<file path="src/rtl/instr_register_pipe.sv">
// rtl/instr_register_pipe.sv - instruction register with registered ALU stage, valid tracking and registered read port
//
// Purpose:
//   Accepts one write per cycle (opcode + two signed operands). The write is
//   captured into stage 1, the ALU result is computed from stage 1 and the
//   entry is committed one edge later. Per-entry valid bits, occupancy and
//   bulk clear are tracked. Reads are registered with a one-cycle valid pulse.
//
// Ports:
//   clk, reset                  clock, synchronous active-high reset
//   load_en, write_pointer      write request and address
//   opcode, operand_a/b         instruction fields (operands signed)
//   clear_en                    invalidate all entries
//   rd_en, read_pointer         read request and address
//   rd_valid, rd_hit            read strobe, addressed entry was valid
//   rd_opcode/operand_a/b       stored instruction fields
//   rd_result, rd_div0          stored ALU result and divide-by-zero flag
//   entry_count, full           occupancy
module instr_register_pipe #(
  parameter int DEPTH = 32,
  parameter int OP_W  = 8,
  localparam int AW    = $clog2(DEPTH),
  localparam int RES_W = 2 * OP_W
) (
  input  logic                    clk,
  input  logic                    reset,
  input  logic                    load_en,
  input  logic [AW-1:0]           write_pointer,
  input  logic [2:0]              opcode,
  input  logic [OP_W-1:0]         operand_a,
  input  logic [OP_W-1:0]         operand_b,
  input  logic                    clear_en,
  input  logic                    rd_en,
  input  logic [AW-1:0]           read_pointer,
  output logic                    rd_valid,
  output logic                    rd_hit,
  output logic [2:0]              rd_opcode,
  output logic [OP_W-1:0]         rd_operand_a,
  output logic [OP_W-1:0]         rd_operand_b,
  output logic [RES_W-1:0]        rd_result,
  output logic                    rd_div0,
  output logic [AW:0]             entry_count,
  output logic                    full
);

  typedef enum logic [2:0] {
    OP_ZERO  = 3'd0,
    OP_PASSA = 3'd1,
    OP_PASSB = 3'd2,
    OP_ADD   = 3'd3,
    OP_SUB   = 3'd4,
    OP_MULT  = 3'd5,
    OP_DIV   = 3'd6,
    OP_MOD   = 3'd7
  } opcode_e;

  // Stage 1: captured write request
  logic            s1_valid;
  logic [AW-1:0]   s1_ptr;
  logic [2:0]      s1_opcode;
  logic [OP_W-1:0] s1_a;
  logic [OP_W-1:0] s1_b;

  always_ff @(posedge clk) begin
    if (reset) begin
      s1_valid <= 1'b0;
    end else begin
      s1_valid <= load_en;
    end
    if (load_en) begin
      s1_ptr    <= write_pointer;
      s1_opcode <= opcode;
      s1_a      <= operand_a;
      s1_b      <= operand_b;
    end
  end

  // ALU on sign-extended operands; RES_W = 2*OP_W holds the full product
  logic signed [RES_W-1:0] a_ext;
  logic signed [RES_W-1:0] b_ext;
  logic signed [RES_W-1:0] b_div;
  logic signed [RES_W-1:0] alu_res;
  logic                    alu_div0;

  assign a_ext = {{(RES_W-OP_W){s1_a[OP_W-1]}}, s1_a};
  assign b_ext = {{(RES_W-OP_W){s1_b[OP_W-1]}}, s1_b};
  // Divisor forced to 1 on zero so the divider never sees 0; result is masked anyway
  assign b_div = (b_ext == '0) ? {{(RES_W-1){1'b0}}, 1'b1} : b_ext;

  always_comb begin
    alu_res  = '0;
    alu_div0 = 1'b0;
    case (s1_opcode)
      OP_ZERO:  alu_res = '0;
      OP_PASSA: alu_res = a_ext;
      OP_PASSB: alu_res = b_ext;
      OP_ADD:   alu_res = a_ext + b_ext;
      OP_SUB:   alu_res = a_ext - b_ext;
      OP_MULT:  alu_res = a_ext * b_ext;
      OP_DIV: begin
        if (b_ext == '0) alu_div0 = 1'b1;
        else             alu_res  = a_ext / b_div;
      end
      OP_MOD: begin
        if (b_ext == '0) alu_div0 = 1'b1;
        else             alu_res  = a_ext % b_div;
      end
      default: alu_res = '0;
    endcase
  end

  // Entry storage; contents are qualified by valid_q so no reset is needed
  logic [2:0]       mem_opcode [DEPTH];
  logic [OP_W-1:0]  mem_a      [DEPTH];
  logic [OP_W-1:0]  mem_b      [DEPTH];
  logic [RES_W-1:0] mem_result [DEPTH];
  logic             mem_div0   [DEPTH];
  logic [DEPTH-1:0] valid_q;
  logic [AW:0]      count_q;

  always_ff @(posedge clk) begin
    if (s1_valid) begin
      mem_opcode[s1_ptr] <= s1_opcode;
      mem_a[s1_ptr]      <= s1_a;
      mem_b[s1_ptr]      <= s1_b;
      mem_result[s1_ptr] <= alu_res;
      mem_div0[s1_ptr]   <= alu_div0;
    end
  end

  // Clear takes priority over a commit at the same edge; the commit is dropped
  always_ff @(posedge clk) begin
    if (reset || clear_en) begin
      valid_q <= '0;
      count_q <= '0;
    end else if (s1_valid) begin
      valid_q[s1_ptr] <= 1'b1;
      if (!valid_q[s1_ptr]) begin
        count_q <= count_q + (AW+1)'(1);
      end
    end
  end

  // Read port samples pre-edge state, giving read-before-write on collisions
  always_ff @(posedge clk) begin
    if (reset) begin
      rd_valid     <= 1'b0;
      rd_hit       <= 1'b0;
      rd_opcode    <= '0;
      rd_operand_a <= '0;
      rd_operand_b <= '0;
      rd_result    <= '0;
      rd_div0      <= 1'b0;
    end else begin
      rd_valid <= rd_en;
      if (rd_en) begin
        rd_hit <= valid_q[read_pointer];
        if (valid_q[read_pointer]) begin
          rd_opcode    <= mem_opcode[read_pointer];
          rd_operand_a <= mem_a[read_pointer];
          rd_operand_b <= mem_b[read_pointer];
          rd_result    <= mem_result[read_pointer];
          rd_div0      <= mem_div0[read_pointer];
        end else begin
          rd_opcode    <= '0;
          rd_operand_a <= '0;
          rd_operand_b <= '0;
          rd_result    <= '0;
          rd_div0      <= 1'b0;
        end
      end
    end
  end

  assign entry_count = count_q;
  assign full        = (count_q == (AW+1)'(DEPTH));

endmodule

</file>
<file path="config.mk">
export PLATFORM = sky130hd
export DESIGN_NAME = instr_register_pipe
export DESIGN_NICKNAME = d
export VERILOG_FILES = /design/src/rtl/instr_register_pipe.sv
export SDC_FILE = /design/constraint.sdc
export NUM_CORES = 2
export LEC_CHECK = 0
export CORE_AREA = 2 2 324 326
export DETAILED_ROUTE_END_ITERATION = 10
export DIE_AREA = 0 0 326 328
export GPL_TIMING_DRIVEN = 1
export HOLD_SLACK_MARGIN = 0.1
export PLACE_DENSITY = 0.8
export SLEW_MARGIN = 40
export SYNTH_ARGS = -nofsm -noshare
export SYNTH_HDL_FRONTEND = slang
export SYNTH_SLANG_ARGS = --single-unit
</file>
<file path="constraint.sdc">
create_clock -name clk -period 66.8 [get_ports clk]
set_input_delay 13.36 -clock clk [delete_from_list [all_inputs] [get_ports clk]]
set_output_delay 13.36 -clock clk [all_outputs]
set_load 0.1 [all_outputs]
</file>
== Word level (Yosys, flattened, before mapping) ==
Memory sizes are Yosys's and may differ from the RTL's.
Index checks and enable logic that the tools add are counted.

* Output and inout port bits: 45
* Memories kept: 5
* Bits of input ports: 34
* Word-level logic and storage cells: 63
* Flip-flop bits (word level): 101
* Memory bits (writable): 1152

{| class="wikitable"
|+ Memory list
! name !! depth !! bits a word !! rd ports !! clocked after memory_dff !! wr ports !! line !! text
|-
| mem_result || 32 || 16 || 1 || 0 || 1 || 116 || <nowiki>logic [RES_W-1:0] mem_result [DEPTH];</nowiki>
|-
| mem_a || 32 || 8 || 1 || 0 || 1 || 114 || <nowiki>logic [OP_W-1:0] mem_a [DEPTH];</nowiki>
|-
| mem_b || 32 || 8 || 1 || 0 || 1 || 115 || <nowiki>logic [OP_W-1:0] mem_b [DEPTH];</nowiki>
|-
| mem_opcode || 32 || 3 || 1 || 0 || 1 || 113 || <nowiki>logic [2:0] mem_opcode [DEPTH];</nowiki>
|-
| mem_div0 || 32 || 1 || 1 || 0 || 1 || 117 || <nowiki>logic mem_div0 [DEPTH];</nowiki>
|}

* Multiply operators: 1
* Add/sub/neg operators: 3
* Eq/ne operators: 8
* Magnitude comparators: 3
* Multiplexer cells: 19
* Divide/modulo/power cells: 2
* Reduce and logical (&&, ||, !) cells: 6
* Bitwise logic cells: 2

{| class="wikitable"
|+ Operators by type and width
! cell !! number
|-
| 16-bit one-hot mux with 8 select lines || 1
|-
| 16-bit 2-to-1 mux || 4
|-
| 32-bit bitwise OR || 1
|-
| 16-bit by 16-bit divider with 16-bit output || 1
|-
| 16-bit zero test || 1
|-
| 16-bit by 16-bit remainder unit with 16-bit output || 1
|-
| 8-bit by 8-bit multiplier with 16-bit output || 1
|-
| 8-bit 2-to-1 mux || 2
|-
| 3-bit equality test, second input constant || 4
|-
| 5-bit by 6-bit less-than comparator with 1-bit output, second input constant || 2
|-
| 1-bit binary-select mux with 5-bit select || 2
|-
| 8-bit by 8-bit adder with 9-bit output || 1
|-
| 8-bit by 8-bit subtractor with 9-bit output || 1
|-
| 1-bit 2-to-1 mux || 8
|-
| 6-bit by 1-bit adder with 6-bit output, second input constant || 1
|-
| 3-bit by 2-bit equality test with 1-bit output, second input constant || 2
|-
| 6-bit equality test, second input constant || 1
|-
| 1-bit demux with 5-bit select || 1
|-
| 5-bit by 1-bit greater-or-equal comparator with 1-bit output, second input constant || 1
|-
| 3-bit by 1-bit equality test with 1-bit output, second input constant || 1
|-
| 3-bit zero test || 1
|-
| 3-bit 2-to-1 mux || 1
|-
| 2-bit AND reduction || 1
|-
| 2-bit OR reduction || 1
|-
| 3 further kinds || 3
|}

== Logic depth before layout (Yosys ltp) ==
* Word-level depth: 5
* Gate-level depth with buffers: 142
* Mapped depth without buffers: 129

== Worst setup path before layout ==
Ideal clock, no wire load.

* Kind: register to register
* Start: register s1_b[7]
* End: memory mem_result[0][12] (netlist name) (data pin)
* Required time: 66346 ps
* Cell stages (with the launch flop): 119
* Slack: 38010 ps
* Buffers on the path: 13
* Period minus slack after synthesis: 28790 ps
* Arrival time: 28336 ps
* Setup time: 454 ps
* Cells stage by stage: edfxtp_1 clkbuf_1 nor2_1 nand4_1 nor2b_1 ha_1 mux2i_1 ha_1 o211a_1 nor3_1 nor2_1 mux2_2 nor2_1 ha_1 o21a_1 o22ai_1 nor3_1 a21oi_1 (+83 left out) mux2_2 ha_1 a21oi_1 o21ai_0 or4_1 a21oi_1 nor2_1 inv_1 buf_2 buf_1 nor2_1 a21oi_1 ha_1 nand3b_1 or3_4 o21ai_0 xnor2_1 o21ai_0

* Word-level cells in the longest chain between the ends: 5
* Elaborated cells between the ends (all ways): 10
* Classes of those cells: add/sub: 2; mul: 1; div: 2; mux: 4; reduce/logical: 1

{| class="wikitable"
|+ RTL lines
! item !! line !! text
|-
| start: declaration || 62 || <nowiki>logic [OP_W-1:0] s1_b;</nowiki>
|-
| start signal: assignment || 74 || <nowiki>s1_b <= operand_b;</nowiki>
|-
| 16-bit zero test || 88, 101, 105 ||
|-
| 16-bit 2-to-1 mux || 88 || <nowiki>assign b_div = (b_ext == '0) ? {{(RES_W-1){1'b0}}, 1'b1} : b_ext;</nowiki>
|-
| 16-bit by 16-bit remainder unit with 16-bit output or 16-bit by 16-bit divider with 16-bit output (tied branches) || 106, 102 ||
|-
| 16-bit 2-to-1 mux (on tied branches) || 105, 101 ||
|-
| 16-bit one-hot mux with 8 select lines (*) || 93 || <nowiki>case (s1_opcode)</nowiki>
|-
| via alu_res[12] || 82 || <nowiki>logic signed [RES_W-1:0] alu_res;</nowiki>
|-
| end: declaration || 116 ||
|}

Mark *: on every way through the listed nets, which the timed path passes. The rest lies on a longest branch.

== Final worst setup path ==
* Start: register s1_b[4]
* End: memory mem_result[23][15] (netlist name) (data pin)

The elaborated chain is that of the path after synthesis.

==> metrics.md <==
| Metric | Value |
|---|---|
| Run status | `completed` |
| Final net count | `4206` |
| H-tree levels | `3` |
| Seq/Total Area, Yosys | `61.9%` |
| Hold Startpoint | `rd_div0` |
| CP Capture Type | `flop` |
| Worst Setup SP | `s1_b[4]` |
| Routability Congestion | `0.915` |
| Largest net degree at the start of global routing | `70` |
| Yosys warning count | `0` |
| # IOs | `79` |
| First-pass DRT Iterations | `6` |
| Layout cells sized above 1 | `20.4%` |
| Crit path max fanout | `46` |
| Cell class contributing the biggest share of worst-path delay | `compound AO/OA/AOI/OAI gates` |
| Maximum clock insertion buffer count | `3` |
| Hold buffers post-CTS | `0` |
| Largest cells by area after synthesis | `edfxtp_1, mux4_2, ha_1, dfxtp_1, nor2_1` |
| Syn avg cell area | `15.9 sq um` |
| Die area | `107000 sq um` |
| Post-Route Setup TNS | `0 ns` |
| Die W | `326 um` |
| Post-synth top flop | `edfxtp_1` |
| Clock tree root buffer cell | `clkbuf_16` |
| Initial Util | `57.7%` |
| Slowest-stage cell, CP | `o21ai_4` |
| Drt drc | `0` |
| #FFs+latches synth | `1253` |
| Layout fillers | `6792` |
| Rel. slew slack | `36.8%` |
| Most frequent cells in the layout | `edfxtp_1, mux4_2, nor2_1, a21oi_1, ha_1` |
| DP Cell Count | `5186` |
| Num CTS Buffers | `111` |
| Syn-to-layout area delta | `11.9%` |
| Worst path max stage delay | `0.66 ns` |
| Starting DRC count in detailed routing | `5783` |
| Vias | `36700` |
| Mapped cell area | `59500 sq um` |
| Multi-input logic area | `22100 sq um` |
| Max-cap violations | `0` |
| Fmax | `31.5 MHz` |
| Worst slew pin tran | `0.948 ns` |
| WL/cell | `32.2 um` |
| Rows | `118` |
| Clock period minus worst slack | `31.74 ns` |
| Initial antenna violation count | `9` |
| Area of the core | `103000 sq um` |
| Critical Path AT | `32.14 ns` |
| RSZ-0062 raised after global routing | `false` |
| Layout Cells excl Fill | `5402` |
| Largest area contributor in the netlist | `edfxtp_1` |
| CTS sink count | `1253` |
| First-pass GRT wire length | `252000 um` |
| Chip height | `328 um` |
| R2R setup slack | `35.06 ns` |
| Number of enable flip-flop cells after synthesis | `1176` |
| WS Path Type | `reg -> reg` |
| Post-DP HPWL | `93900 um` |
| Most used cell, CP | `ha_1` |
| Asr flop ratio synth | `0%` |
| R2R Path Start | `s1_b[4]` |
| Total global routing overflow | `0` |
| Element type at the critical path start | `flop` |
| Cells after Synth | `3753` |
| Worst hold path type | `reg -> reg` |
| Critical Path RT | `67.19 ns` |
| Max-slew violations | `0` |
| Post-detailed-routing wire length | `174000 um` |
| Most common cell after layout, fill and taps aside | `edfxtp_1` |
| Finish-stage setup viols | `0` |
| GRT Overall Usage | `32.4%` |
| CTS tree | `done` |
| Vias in the first global route | `36900` |
| Post-CTS sizing | `0` |
| Clock Pin Slew Worst Setup and Hold Paths | `0.07 ns` |
| Yosys cell types | `106` |
| Fin crit share | `47.5%` |
| Final Cell Area | `66600 sq um` |
| WP buf/inv | `8` |
| Final Hold Viols | `0` |
| Routed vias/inst | `6.79` |
| Worst-Skew Late Latency | `0.74 ns` |
| Port bufs | `78` |
| Cell Area, Placed | `62600 sq um` |
| Reg area | `36900 sq um` |
| Post-CTS Setup Bufs | `0` |
| Antenna Nets Post-Route | `0` |
| Share of the synthesized area in the top cell type | `59.3%` |
| Max Clock Skew | `0.0373 ns` |
[per-layer routing]
| metal | part of all wire [%] | track usage (%) | vias to the layer above |
|---|---|---|---|
| met1 | 33 | 40.6 | 18400 |
| li1 | - | - | 15100 |
| met4 | 5.6 | 15.0 | 4 |
| met5 | 0.012 | 0 | - |
| met2 | 50 | 55.6 | 2685 |
| met3 | 11 | 5.45 | 532 |
[cells in the mapped netlist (14+ instances only)]
cell,count
nand3_1,35
mux4_2,378
edfxtp_1,1176
a21oi_1,189
nor3_1,49
and2_1,30
o21ai_0,98
buf_1,29
fa_1,58
dfxtp_1,77
inv_1,135
xor2_1,52
nor2b_1,23
a211oi_1,18
a21o_1,34
nand4_1,14
or3_1,23
clkbuf_1,121
o21a_1,42
ha_1,189
o21bai_1,18
o211ai_1,19
nor2_1,334
a31oi_1,21
mux2i_1,51
nand2b_1,25
nand2_1,175
xnor2_1,89
[area by class of cell]
cell class / instances / area share (%)
diodes: 2 / 0.00752
clock buffers: 139 / 4.41
clock inverters: 69 / 1.33
inverters: 136 / 0.771
multi-input cells: 2244 / 33.1
flip-flops and latches: 1253 / 55.4
well taps: 1380 / 2.59
repair buffers: 179 / 2.40
[through the flow]
stage	hold slack, ns	utilization (%)	setup slack, ns
after CTS	0.488	64.4	35.35
final	0.486	64.5	35.06
after global routing	0.511	64.5	32.53
after detailed placement	0.463	60.7	35.55
after global placement	0.451	60.6	35.71
after floorplan	0.452	-	38.01
[cell families (layout without fill, tap and decap cells)]
logic type | Yosys count | count (layout) | synth area share, %
flip-flops | 1253 | 1253 | 61.9
AND/OR/NAND/NOR | 782 | 782 | 6.08
buffers and inverters | 298 | 523 | 1.92
AO/OA/AOI/OAI | 587 | 587 | 6.61
other | 2 | 46 | 0.0126
adder cells (fa/ha/maj) | 247 | 247 | 5.93
XOR/XNOR | 141 | 141 | 2.08
multiplexers | 443 | 443 | 15.4
[state kept, by name, summed over array words and instances, names as in the netlist, 5 cells and up]
register / cells
mem_result: 512
mem_a: 256
mem_b: 256
mem_opcode: 96
mem_div0: 32
valid_q: 32
rd_result: 16
rd_operand_a: 8
rd_operand_b: 8
s1_a: 8
s1_b: 8
entry_count: 6
s1_ptr: 5
[final timing paths]
check / endpoint / depth (start not counted)
hold reg to reg: rd_div0 / 2
setup / recovery: mem_result[23][15] / 114
hold / removal: rd_div0 / 2
setup reg to reg: mem_result[23][15] / 114
[tightest hold or removal path, delay by kind of cell (launching register included)]
family             cells  cell delay, ns
and+or+nand+nor        1            0.07
DFF                    1            0.32
AOI/OAI and AO/OA      1            0.06
Power is not shown: default switching activity piles up to over one toggle a cycle in this logic, so the estimate is an artifact.
